File: config.mk
export PLATFORM = sky130hd
export DESIGN_NAME = router_pkt_tx_flat
export DESIGN_NICKNAME = d
export VERILOG_FILES = /design/src/rtl/router_pkg.sv /design/src/rtl/router_pkt_tx_if.sv /design/src/rtl/router_tx_buf.sv /design/src/rtl/router_pkt_tx.sv /design/src/flat_wrapper.sv
export SDC_FILE = /design/constraint.sdc
export NUM_CORES = 1
export LEC_CHECK = 0
export CAP_MARGIN = 30
export CORE_MARGIN = 3
export CORE_UTILIZATION = 45
export CTS_CLUSTER_DIAMETER = 80
export DETAILED_ROUTE_END_ITERATION = 7
export SETUP_SLACK_MARGIN = 0.05
export SYNTH_ARGS = -nofsm -noshare
export SYNTH_HDL_FRONTEND = slang
export SYNTH_SLANG_ARGS = --single-unit
File: constraint.sdc
create_clock -name clk -period 3.1 [get_ports clk]
set_input_delay 0.775 -clock clk [delete_from_list [all_inputs] [get_ports clk]]
set_output_delay 0.775 -clock clk [all_outputs]
set_load 0.03 [all_outputs]
File: src/rtl/router_pkg.sv
// Shared types and helpers for the router packet source.
// Latency: none (declarations only).
// Backpressure: n/a.
package router_pkg;

  localparam int ADDR_W    = 2;
  localparam int LEN_W     = 6;
  localparam int NUM_PORTS = 3;
  // Port numbers run 0..NUM_PORTS-1, so the first code past them is illegal.
  localparam logic [ADDR_W-1:0] ADDR_ILLEGAL = ADDR_W'(NUM_PORTS);

  typedef enum logic [2:0] {
    IDLE,
    LOAD,
    HEADER,
    PAYLOAD,
    PARITY,
    CHECK
  } tx_state_e;

  // Router framing header: length in the upper bits, destination in the low bits.
  function automatic logic [7:0] pack_hdr(input logic [ADDR_W-1:0] addr,
                                          input logic [LEN_W-1:0]  len);
    return {len, addr};
  endfunction

endpackage

File: src/rtl/router_pkt_tx_if.sv
// Request, payload and router-side signals of the packet source.
// Latency: none (wiring only).
// Backpressure: req/pay use valid-ready; router side uses busy.
interface router_pkt_tx_if;
  logic                       req_valid;
  logic                       req_ready;
  logic [router_pkg::ADDR_W-1:0] req_addr;
  logic [router_pkg::LEN_W-1:0]  req_len;
  logic                       pay_valid;
  logic                       pay_ready;
  logic [7:0]                 pay_data;
  logic                       busy;
  logic                       err;
  logic                       pkt_valid;
  logic [7:0]                 data_out;
  logic                       done;
  logic                       done_err;
  logic                       done_bad;

  // Side that issues requests/payload and models the router.
  modport master (
    output req_valid, req_addr, req_len, pay_valid, pay_data, busy, err,
    input  req_ready, pay_ready, pkt_valid, data_out, done, done_err, done_bad
  );

  // The packet source itself.
  modport slave (
    input  req_valid, req_addr, req_len, pay_valid, pay_data, busy, err,
    output req_ready, pay_ready, pkt_valid, data_out, done, done_err, done_bad
  );
endinterface

File: src/rtl/router_tx_buf.sv
// Byte buffer holding one packet payload: synchronous write, combinational read.
// Latency: write visible on the read port the cycle after the write edge.
// Backpressure: none; the caller owns pointer sequencing.
module router_tx_buf #(
  parameter int DEPTH = 64,
  parameter int AW    = 6
) (
  input  logic          clk,
  input  logic          wr_en_i,
  input  logic [AW-1:0] wr_addr_i,
  input  logic [7:0]    wr_data_i,
  input  logic [AW-1:0] rd_addr_i,
  output logic [7:0]    rd_data_o
);

  logic [7:0] mem_q [DEPTH];

  // Store one payload byte per write strobe; contents need no reset.
  always_ff @(posedge clk) begin
    if (wr_en_i) mem_q[wr_addr_i] <= wr_data_i;
  end

  assign rd_data_o = mem_q[rd_addr_i];

endmodule

File: src/rtl/router_pkt_tx.sv
// Router input-port packet source: buffers a payload, then sends header/payload/parity.
// Latency: header appears the cycle after the last payload handshake (accept edge if len==0).
// Backpressure: busy freezes data_out/pkt_valid; req/pay ready only in IDLE/LOAD.
module router_pkt_tx
  import router_pkg::*;
#(
  parameter int ERR_WAIT = 3,
  parameter int MAX_LEN  = 63
) (
  input  logic           clk,
  input  logic           resetn,
  router_pkt_tx_if.slave tx
);

  tx_state_e         state_q, state_d;
  logic [ADDR_W-1:0] addr_q, addr_d;
  logic [LEN_W-1:0]  len_q, len_d;
  logic [LEN_W-1:0]  wr_ptr_q, wr_ptr_d;
  logic [LEN_W-1:0]  rd_ptr_q, rd_ptr_d;
  logic [7:0]        par_q, par_d;
  logic [7:0]        data_q, data_d;
  logic [2:0]        cnt_q, cnt_d;
  logic              err_flag_q, err_flag_d;
  logic              pkt_valid_q, pkt_valid_d;
  logic              done_q, done_d;
  logic              done_err_q, done_err_d;
  logic              done_bad_q, done_bad_d;
  logic              wr_en;
  logic [7:0]        rd_data;
  logic [7:0]        hdr_new;
  logic [7:0]        hdr_cur;

  assign hdr_new = pack_hdr(tx.req_addr, tx.req_len);
  assign hdr_cur = pack_hdr(addr_q, len_q);

  router_tx_buf #(
    .DEPTH (MAX_LEN + 1),
    .AW    (LEN_W)
  ) u_buf (
    .clk       (clk),
    .wr_en_i   (wr_en),
    .wr_addr_i (wr_ptr_q),
    .wr_data_i (tx.pay_data),
    .rd_addr_i (rd_ptr_q),
    .rd_data_o (rd_data)
  );

  assign tx.req_ready = (state_q == IDLE);
  assign tx.pay_ready = (state_q == LOAD);
  assign tx.pkt_valid = pkt_valid_q;
  assign tx.data_out  = data_q;
  assign tx.done      = done_q;
  assign tx.done_err  = done_err_q;
  assign tx.done_bad  = done_bad_q;

  // Next-state and registered-output logic; a byte only advances when busy is low.
  always_comb begin
    state_d     = state_q;
    addr_d      = addr_q;
    len_d       = len_q;
    wr_ptr_d    = wr_ptr_q;
    rd_ptr_d    = rd_ptr_q;
    par_d       = par_q;
    data_d      = data_q;
    cnt_d       = cnt_q;
    err_flag_d  = err_flag_q;
    pkt_valid_d = pkt_valid_q;
    done_d      = 1'b0;
    done_err_d  = 1'b0;
    done_bad_d  = 1'b0;
    wr_en       = 1'b0;

    unique case (state_q)
      IDLE: begin
        if (tx.req_valid) begin
          if (tx.req_addr == ADDR_ILLEGAL) begin
            done_d     = 1'b1;
            done_bad_d = 1'b1;
          end else begin
            addr_d   = tx.req_addr;
            len_d    = tx.req_len;
            par_d    = hdr_new;
            wr_ptr_d = '0;
            rd_ptr_d = '0;
            if (tx.req_len == '0) begin
              state_d     = HEADER;
              data_d      = hdr_new;
              pkt_valid_d = 1'b1;
            end else begin
              state_d = LOAD;
            end
          end
        end
      end
      LOAD: begin
        if (tx.pay_valid) begin
          wr_en    = 1'b1;
          par_d    = par_q ^ tx.pay_data;
          wr_ptr_d = wr_ptr_q + 1'b1;
          if (wr_ptr_q == len_q - 1'b1) begin
            state_d     = HEADER;
            data_d      = hdr_cur;
            pkt_valid_d = 1'b1;
          end
        end
      end
      HEADER: begin
        if (!tx.busy) begin
          if (len_q != '0) begin
            state_d  = PAYLOAD;
            data_d   = rd_data;
            rd_ptr_d = rd_ptr_q + 1'b1;
          end else begin
            state_d     = PARITY;
            data_d      = par_q;
            pkt_valid_d = 1'b0;
          end
        end
      end
      PAYLOAD: begin
        if (!tx.busy) begin
          if (rd_ptr_q != len_q) begin
            data_d   = rd_data;
            rd_ptr_d = rd_ptr_q + 1'b1;
          end else begin
            state_d     = PARITY;
            data_d      = par_q;
            pkt_valid_d = 1'b0;
          end
        end
      end
      PARITY: begin
        if (!tx.busy) begin
          state_d    = CHECK;
          cnt_d      = 3'(ERR_WAIT);
          err_flag_d = 1'b0;
          data_d     = '0;
        end
      end
      CHECK: begin
        err_flag_d = err_flag_q | tx.err;
        cnt_d      = cnt_q - 1'b1;
        if (cnt_q == 3'd1) begin
          done_d     = 1'b1;
          done_err_d = err_flag_q | tx.err;
          state_d    = IDLE;
        end
      end
      default: state_d = IDLE;
    endcase
  end

  // State and output registers; synchronous reset aborts any packet in flight.
  always_ff @(posedge clk) begin
    if (!resetn) begin
      state_q     <= IDLE;
      addr_q      <= '0;
      len_q       <= '0;
      wr_ptr_q    <= '0;
      rd_ptr_q    <= '0;
      par_q       <= '0;
      data_q      <= '0;
      cnt_q       <= '0;
      err_flag_q  <= 1'b0;
      pkt_valid_q <= 1'b0;
      done_q      <= 1'b0;
      done_err_q  <= 1'b0;
      done_bad_q  <= 1'b0;
    end else begin
      state_q     <= state_d;
      addr_q      <= addr_d;
      len_q       <= len_d;
      wr_ptr_q    <= wr_ptr_d;
      rd_ptr_q    <= rd_ptr_d;
      par_q       <= par_d;
      data_q      <= data_d;
      cnt_q       <= cnt_d;
      err_flag_q  <= err_flag_d;
      pkt_valid_q <= pkt_valid_d;
      done_q      <= done_d;
      done_err_q  <= done_err_d;
      done_bad_q  <= done_bad_d;
    end
  end

endmodule

File: src/flat_wrapper.sv
// flat-port wrapper written by rule: the top's interface ports become plain ports
module router_pkt_tx_flat import router_pkg::*;
#(
  parameter int ERR_WAIT = 3,
  parameter int MAX_LEN  = 63
)
  (clk, resetn, tx_req_valid, tx_req_addr, tx_req_len, tx_pay_valid, tx_pay_data, tx_busy, tx_err, tx_req_ready, tx_pay_ready, tx_pkt_valid, tx_data_out, tx_done, tx_done_err, tx_done_bad);
  router_pkt_tx_if tx_i ();
  input  logic clk;
  input  logic resetn;
  input wire logic [$bits(tx_i.req_valid)-1:0] tx_req_valid;
  input wire logic [$bits(tx_i.req_addr)-1:0] tx_req_addr;
  input wire logic [$bits(tx_i.req_len)-1:0] tx_req_len;
  input wire logic [$bits(tx_i.pay_valid)-1:0] tx_pay_valid;
  input wire logic [$bits(tx_i.pay_data)-1:0] tx_pay_data;
  input wire logic [$bits(tx_i.busy)-1:0] tx_busy;
  input wire logic [$bits(tx_i.err)-1:0] tx_err;
  output wire logic [$bits(tx_i.req_ready)-1:0] tx_req_ready;
  output wire logic [$bits(tx_i.pay_ready)-1:0] tx_pay_ready;
  output wire logic [$bits(tx_i.pkt_valid)-1:0] tx_pkt_valid;
  output wire logic [$bits(tx_i.data_out)-1:0] tx_data_out;
  output wire logic [$bits(tx_i.done)-1:0] tx_done;
  output wire logic [$bits(tx_i.done_err)-1:0] tx_done_err;
  output wire logic [$bits(tx_i.done_bad)-1:0] tx_done_bad;
  assign tx_i.req_valid = tx_req_valid;
  assign tx_i.req_addr = tx_req_addr;
  assign tx_i.req_len = tx_req_len;
  assign tx_i.pay_valid = tx_pay_valid;
  assign tx_i.pay_data = tx_pay_data;
  assign tx_i.busy = tx_busy;
  assign tx_i.err = tx_err;
  assign tx_req_ready = tx_i.req_ready;
  assign tx_pay_ready = tx_i.pay_ready;
  assign tx_pkt_valid = tx_i.pkt_valid;
  assign tx_data_out = tx_i.data_out;
  assign tx_done = tx_i.done;
  assign tx_done_err = tx_i.done_err;
  assign tx_done_bad = tx_i.done_bad;
  router_pkt_tx #(.ERR_WAIT(ERR_WAIT), .MAX_LEN(MAX_LEN)) u_core (.clk(clk), .resetn(resetn), .tx(tx_i));
endmodule
After elaboration in Yosys (flattened, before gate mapping). Memories as Yosys holds them, arrays and structs flattened. A register that Yosys moved wholly into a read port is not among the register bits. Cells that the tools add are included.

Register bits: 47. Bits in writable memories: 512. Output and inout bits: 14. Word-level logic and storage cells: 120. Memories: 1.

Memories: u_core.u_buf.mem_q (words 64, bits a word 8, rd ports 1, clocked after Yosys merged registers in 1, wr ports 1, RTL line router_tx_buf.sv:16) `logic [7:0] mem_q [DEPTH];`.

Add/sub/neg operators: 4. Equality and inequality tests: 22. Muxes and demuxes: 60. Bitwise logic cells: 3. Reductions and logical operators: 17.

Operators by type and width (number): two-way mux 8 bit (13); two-way mux 6 bit (9); one-hot mux 8 bit (5 select lines) (1); two-way mux 3 bit (11); one-hot mux 3 bit (6 select lines) (1); one-hot mux 6 bit (3 select lines) (1); AND reduction 9 bit (2); two-way mux 1 bit (17); inequality test 2 bit, second input constant (8); one-hot mux 8 bit (2 select lines) (1); adder 6 x 1 -> 6 bit, second input constant (2); one-hot mux 6 bit (2 select lines) (1); inequality test 2 x 1 -> 1 bit, second input constant (5); AND reduction 10 bit (1); bitwise XOR 8 bit (1); AND reduction 7 bit (1); equality test 3 x 1 -> 1 bit, second input constant (2); equality test 3 x 2 -> 1 bit, second input constant (2); equality test 3 bit, second input constant (2); equality test 6 bit (1); zero test 6 bit (1); inequality test 6 bit (1); one-hot mux 3 bit (2 select lines) (1); AND reduction 3 bit (2); 16 further kinds (19).

Logic depth before layout (Yosys ltp). Gate-level depths: netlist of the first run.

Depth after elaboration: 6. Depth in mapped cells: 11. Mapped depth without buffers: 9.

Modules after synthesis. From an unflattened synthesis of the first run, not the netlist that was laid out.

Cell total of the unflattened synthesis: 1255. Area, all modules: 22669.2 um^2.

By module, submodules not included: router_tx_buf (times used 1, cells an instance 932, area an instance 20006.7 um^2, sequential area each 15374.7 um^2); router_pkt_tx (times used 1, cells an instance 323, area an instance 2662.6 um^2, sequential area each 940.9 um^2).

Worst setup path before layout of the first run. Ideal clock, no wire load.

Path type: register -> register. Start: register u_core.state_q[0]. End: memory u_core.u_buf.mem_q[61][0] (enable). Arrival time: 2.577 ns. Data required time: 2.730 ns. Setup slack: 0.153 ns. Stages on the path, launching flop included: 9. Path buffers: 3. Path through: dfxtp_1 -> or3b_2 -> buf_2 -> inv_1 -> clkbuf_1 -> and2_1 -> clkbuf_1 -> nand4b_1 -> nor2_1.

Cells in the longest elaborated chain, start to end: 4.

RTL lines: from (decl) (RTL line router_pkt_tx.sv:15) `tx_state_e state_q, state_d;`; from (signal assigned) (RTL line router_pkt_tx.sv:170) `state_q <= state_d;`; equality test 3 x 1 -> 1 bit; named net tx_pay_ready (RTL line flat_wrapper.sv:19) `output wire logic [$bits(tx_i.pay_ready)-1:0] tx_pay_ready;`; two-way mux 1 bit (RTL line router_pkt_tx.sv:73) `unique case (state_q)`; two-way mux 1 bit (RTL line router_tx_buf.sv:20) `if (wr_en_i) mem_q[wr_addr_i] <= wr_data_i;`; two-way mux 1 bit (implied by the code) (RTL line router_tx_buf.sv:20); to (decl) (RTL line router_tx_buf.sv:16).

The timed path passes the listed nets, and every way through them passes these cells.

Worst setup path after layout of the first run.
Start: register u_core.len_q[4]. End: register u_core.data_q[3], in the netlist u_core.tx.data_out[3].

Cells in the longest elaborated chain, start to end: 4. Elaborated cells between the ends (all ways): 11. Those cells by class: add/sub (1); eq/ne (3); mux (5); reduce/logical (2).

RTL lines: from (decl) (RTL line router_pkt_tx.sv:17) `logic [LEN_W-1:0] len_q, len_d;`; from (signal assigned) (RTL line router_pkt_tx.sv:172) `len_q <= len_d;`; subtractor 6 x 1 -> 6 bit (tied with other cells) (RTL line router_pkt_tx.sv:100) `if (wr_ptr_q == len_q - 1'b1) begin`; equality test 6 bit (tied with other cells) (RTL line router_pkt_tx.sv:100); inequality test 2 x 1 -> 1 bit (no line) (tied with other cells); AND reduction 9 bit (no line) / one-hot mux 8 bit (5 select lines) (equally long branches); to (signal assigned) (RTL line router_pkt_tx.sv:176) `data_q <= data_d;`; to (decl) (RTL line router_pkt_tx.sv:21) `logic [7:0] data_q, data_d;`.

Parallel ways exist; a longest one is shown, timed or not. The select of a mux whose other input is x is not followed. A chain may end at the register's enable or synchronous reset.

==> results of run 1 <==
cell usage after synthesis (10+ instances only):
master	count
dfxtp_1	53
nand2_1	26
a22oi_1	65
buf_1	18
xor2_1	10
inv_1	11
nor2_1	108
xnor2_1	12
and2_1	12
a21oi_1	70
edfxtp_1	512
o21ai_0	25
clkbuf_1	56
nand3_1	14
nor2b_1	13
mux4_2	128
nor3_1	11
power by group:
part           switching, uW  internal [uW]  total (uW)
combinational           2120           1930        4050
sequential               158           8440        8590
clock                   2790           3990        6770
final cells by class:
cell class,instances,area [um^2]
flip-flops and latches,565,16400
clock inverters,37,359
repair buffers,163,1360
well taps,664,831
fillers,3910,22900
inverters,11,41.3
multi-input cells,583,5640
clock buffers,68,1490
cells by family (layout without fill, tap and decap cells):
kind of cell             Yosys count  count (layout)
flip-flops                       565             565
AND/OR/NAND/NOR                  219             219
AO/OA/AOI/OAI                    192             192
multiplexers                     145             145
buffers and inverters             90             279
XOR/XNOR                          22              22
adder cells (fa/ha/maj)            5               5
path summary, 6_finish.rpt:
kind	to	slack, ns	cells past startpoint
max	u_core.tx.data_out[3]$_SDFFE_PN0P_	0.21	7
min	u_core.cnt_q[1]$_SDFFE_PN0P_	0.50	1
max reg2reg	u_core.tx.data_out[3]$_SDFFE_PN0P_	0.21	7
min reg2reg	u_core.cnt_q[1]$_SDFFE_PN0P_	0.50	1
state kept, by name, summed over array words and instances, names as in the netlist, named ones only:
| signal | cells |
|---|---|
| u_core.tx.done_err | 1 |
| u_core.addr_q | 2 |
| u_core.cnt_q | 3 |
| u_core.state_q | 3 |
| u_core.tx.done_bad | 1 |
| u_core.tx.pkt_valid | 1 |
| u_core.u_buf.mem_q | 512 |
| u_core.tx.done | 1 |
| u_core.par_q | 8 |
| u_core.tx.data_out | 8 |
| u_core.rd_ptr_q | 6 |
| u_core.err_flag_q | 1 |
| u_core.wr_ptr_q | 6 |
| u_core.len_q | 6 |
per-layer routing:
layer	track usage	routed length [um]	vias to the layer above
li1	-	-	5283
met4	0.0622	1530	0
met3	0.0351	3130	94
met1	0.290	22900	6247
met5	0	0	-
met2	0.313	24700	398
worst max-delay path: cells and delay by family, from the launching register on:
family | cells | cell delay [ns]
simple gates | 3 | 1.31
compound gates | 4 | 1.15
flops | 1 | 0.37
per-stage QoR:
step                      std cells   util  cell area (um^2)
after global routing           2091  0.533             26200
after floorplan                1238      -             22400
after detailed placement       1986  0.496             24300
after CTS                      2091  0.533             26200
after global placement         1986  0.496             24300
final                          2091  0.533             26200
what timing repair did:
action,4_1_cts,5_1_grt
endpoints found under the setup margin,1,0
gates resized for setup,1,0
hold buffers,0,0
==> impl_metrics.tcl, run 1 <==
set metrics [dict create \
    timing.final.hold_violations 0 \
    async_reset_ff_frac 0 \
    maxCapViolCount 0 \
    ir_worst_vdd_uv 425 \
    via_per_inst 5.75 \
    antenna_found_initial 2 \
    synthTopCellsByArea "edfxtp_1 69%, mux4_2 13%, dfxtp_1 4.7%" \
    power_density_nw_per_um2 742 \
    yosysTopAreaCell "edfxtp_1" \
    timing.fmax_ghz 0.346 \
    synth_top_family_by_area "multiplexers" \
    synthAdderAreaFrac 0.00279 \
    grt_pass1_wl_mm 78.1 \
    grt_pass1_vias 12300 \
    drive_gt1_frac 0.259 \
    power_uw 19400 \
    wire_per_inst_um 25.0 \
    cts-root-buf "clkbuf_16" \
    worstMarginPinSlew_ns 0.836 \
    rsz0062_at_grt "false" \
    min_from "u_core.cnt_q[1]$_SDFFE_PN0P_" \
    place.gp.congestion 0.837 \
    worstPathRequired_ns 3.65 \
    synth_cell_types 55 \
    design.core.area_um2 49100 \
    syn_nets 1265 \
    synth_edf_count 512 \
    gr-total-overflow 0 \
    worstPathArrival_ns 3.44 \
    synth_xor_area_frac 0.00859 \
    vias 12000 \
    netlist.area_leader.share 0.686 \
    clk_latency_ns 0.60 \
    drc 0 \
    start_util 0.457 \
    grt_start_max_net_pins 49 \
    slowest_stage "or4_4" \
    startpoint "u_core.len_q[4]$_SDFFE_PN0P_" \
    h-tree-depth 2 \
    ys_seq_area_frac 0.733 \
    max_slew_margin 0.443 \
    endpoint_kind "register" \
    wl_mm 52.3 \
    hold_class "register to register" \
    syn_area_um2 22400 \
    fin_nets 1407 \
    syn_inst 1238 \
    status "completed" \
    start_kind "register" \
    cts_inserted_buffers 56 \
    dpl.hpwl_mm 33.4 \
    setup-tns-final_ns 0 \
    synthSimpleGateAreaFrac 0.0466 \
    first_pass_iters 5 \
    die_w_um 229 \
    port_buffers 35 \
    post_cts.repair.setup_buffers 0 \
    ys_warn_count 0 \
    power.leakage_uw 0.00842 \
    path_max_fanout 9 \
    initialDrtViolationCount 1349 \
    worstPathCellList "or3_4 > or4_4 > a211oi_2 > o211ai_2 > a221oi_4 > and4_1 > a32o_2" \
    synth.mux.area_fraction 0.137 \
    final_common_cell "edfxtp_1" \
    cts_num_sinks 565 \
    fin_crit_sh 0.933 \
    synth-seq-cells 565 \
    antenna_cells 0 \
    die_area_um2 52600 \
    cpPeakStageDelay_ns 0.48 \
    slew_viol_final 0 \
    critPathKind "register to register" \
    ant_nets 0 \
    grt_util_all_layers 0.200 \
    dpl_worst_slack_ns 0.0414 \
    clk_pin_slew_ns 0.06 \
    area_growth_pct 16.6 \
    synth_compound_area_frac 0.0566 \
    whs_ns 0.504 \
    r2r_start "u_core.len_q[4]$_SDFFE_PN0P_" \
    setup_violations 0 \
    period_minus_slack_ns 2.89 \
    rows 81 \
    syn_area_per_cell_um2 18.1 \
    cts_buffer_depth 3 \
    die_h_um 229 \
    cts_tree "done" \
    fin_ws_ns 0.207 \
    layout_common_cells "512 x edfxtp_1, 128 x mux4_2, 122 x buf_4" \
    synth-main-ff-cell "edfxtp_1" \
    io_pins 36 \
    skew_ns 0.0192 \
]
Power figures use the tool's default switching activity.
==> run 2: changes to the inputs <==
- CORE_MARGIN: 3 -> 5
- GPL_ROUTABILITY_DRIVEN: default -> 1
==> impl_metrics.tcl, run 2 (synthesis results as in run 1) <==
set metrics [dict create \
    largest_register "u_core.u_buf.mem_q" \
    port_buffers 35 \
    vias 12100 \
    gr-total-overflow 0 \
    slowest_stage "or4_4" \
    pwr-share-comb 0.213 \
    cts_buffer_depth 3 \
    start_kind "register" \
    wl_mm 52.9 \
    fin_nets 1412 \
    critPathKind "register to register" \
    crit_family "compound AO/OA/AOI/OAI gates" \
    timing.final.hold_violations 0 \
    dpl.hpwl_mm 34.0 \
    cts_num_sinks 565 \
    initialDrtViolationCount 1299 \
    power.leakage_uw 0.00837 \
    seqPwrFrac 0.454 \
    clk_latency_ns 0.62 \
    io_pins 36 \
    design.core.area_um2 49200 \
    grt_util_all_layers 0.198 \
    via_per_inst 5.80 \
    drive_gt1_frac 0.255 \
    finalInstanceArea_um2 26100 \
    ir_worst_vdd_uv 435 \
    endpoint_kind "register" \
    timing.fmax_ghz 0.343 \
    maxCapViolCount 0 \
    power_uw 19100 \
    grt_pass1_wl_mm 79.4 \
    setup-tns-final_ns 0 \
    antenna_cells 0 \
    cts_inserted_buffers 56 \
    grt_pass1_vias 12200 \
    grt_start_max_net_pins 52 \
    hold_class "register to register" \
    worstPathCellList "or3_4 > or4_4 > a211oi_2 > o211ai_2 > a221oi_4 > mux2_2 > a22o_1" \
    wire_per_inst_um 25.2 \
    status "completed" \
    fin_crit_sh 0.939 \
    internal-power_uw 14000 \
    multi_input_area_um2 5640 \
    worstPathArrival_ns 3.41 \
    layout_common_cells "512 x edfxtp_1, 128 x mux4_2, 125 x buf_4" \
    cp.buffers_inverters 0 \
    rows 81 \
    setup_violations 0 \
    regArea_um2 16400 \
    worstMarginPinSlew_ns 0.868 \
    cpPeakStageDelay_ns 0.48 \
    skew_ns 0.0167 \
    drc 0 \
    cts_tree "done" \
    die_h_um 233 \
    cts-root-buf "clkbuf_16" \
    post_cts.repair.setup_buffers 0 \
    period_minus_slack_ns 2.91 \
    switching_power_uw 5120 \
    max_slew_margin 0.422 \
    largest_reg_flops 512 \
    area_growth_pct 16.3 \
    first_pass_iters 5 \
    clk_pin_slew_ns 0.06 \
    ant_nets 0 \
    antenna_found_initial 3 \
    slew_viol_final 0 \
    path_max_fanout 9 \
    swShare 0.268 \
    start_util 0.456 \
    rsz0062_at_grt "false" \
    fillers 3876 \
    die_w_um 233 \
    h-tree-depth 2 \
    power_density_nw_per_um2 732 \
    die_area_um2 54400 \
    place.gp.congestion 0.859 \
    placed_cell_area_um2 24400 \
    final_common_cell "edfxtp_1" \
    worstPathRequired_ns 3.60 \
    p_clk_frac 0.333 \
]
==> run 2: changes by cell type in the layout (fill, tap and decap cells not counted), sizes merged <==
| cell | previous run | this run |
|---|---|---|
| inv | 12 | 14 |
| clkbuf | 68 | 83 |
| bufinv | 7 | 2 |
| clkinvlp | 1 | 0 |
| clkinv | 28 | 16 |
| buf | 137 | 142 |
==> run 2: worst min-delay path: cells and delay by family (launching register included) <==
kind / cells / cell delay, ns
simple gates: 2 / 0.13
flops: 1 / 0.35
==> run 2: area by class of cell <==
cell class	count	share of cell area
Timing Repair Buffer	168	0.0544
Tap cell	664	0.0319
Inverter	11	0.00158
Sequential cell	565	0.631
Clock buffer	83	0.0580
Clock inverter	21	0.00729
Multi-Input combinational cell	583	0.216
==> run 2: layer usage <==
metal	vias to the layer above	wire length, um	track usage
met2	448	24600	0.303
met3	81	3990	0.0380
met4	0	1250	0.0498
li1	5282	-	-
met5	-	0	0
met1	6330	23000	0.295
==> run 2: worst paths after layout <==
check / slack (ns) / end / start / depth (start not counted)
max: 0.19 / u_core.tx.data_out[7]$_SDFFE_PN0P_ / u_core.len_q[3]$_SDFFE_PN0P_ / 7
min: 0.50 / u_core.tx.done_err$_SDFF_PN0_ / u_core.err_flag_q$_SDFFE_PN0P_ / 2
max reg2reg: 0.19 / u_core.tx.data_out[7]$_SDFFE_PN0P_ / u_core.len_q[3]$_SDFFE_PN0P_ / 7
min reg2reg: 0.50 / u_core.tx.done_err$_SDFF_PN0_ / u_core.err_flag_q$_SDFFE_PN0P_ / 2
==> run 2: repair_timing <==
action                     in CTS  in global routing
resized for setup               1                  0
hold buffers                    0                  0
setup endpoints to repair       1                  0
==> run 2: stage by stage <==
stage	hold slack, ns	utilization	cells	setup slack, ns
floorplan	0.454	-	1238	0.153
global placement	0.475	0.496	1991	0.0710
detailed placement	0.485	0.496	1991	0.0712
CTS	0.500	0.530	2095	0.189
global route	0.535	0.530	2095	0.0525
finish	0.499	0.530	2095	0.189
==> run 2: power by group through the flow <==
stage	combinational, uW	clock, uW	sequential, uW
CTS	4130	6490	8660
detailed placement	4130	0	8820
floorplan	2800	0	8730
global placement	4090	0	8810
global route	4430	6820	8670
finish	4080	6360	8660
==> run 3: changes to the inputs <==
- HOLD_SLACK_MARGIN: default -> 0.06
==> results of run 3 <==
No change in the layout: final DEF, timing and power equal those of run 2.
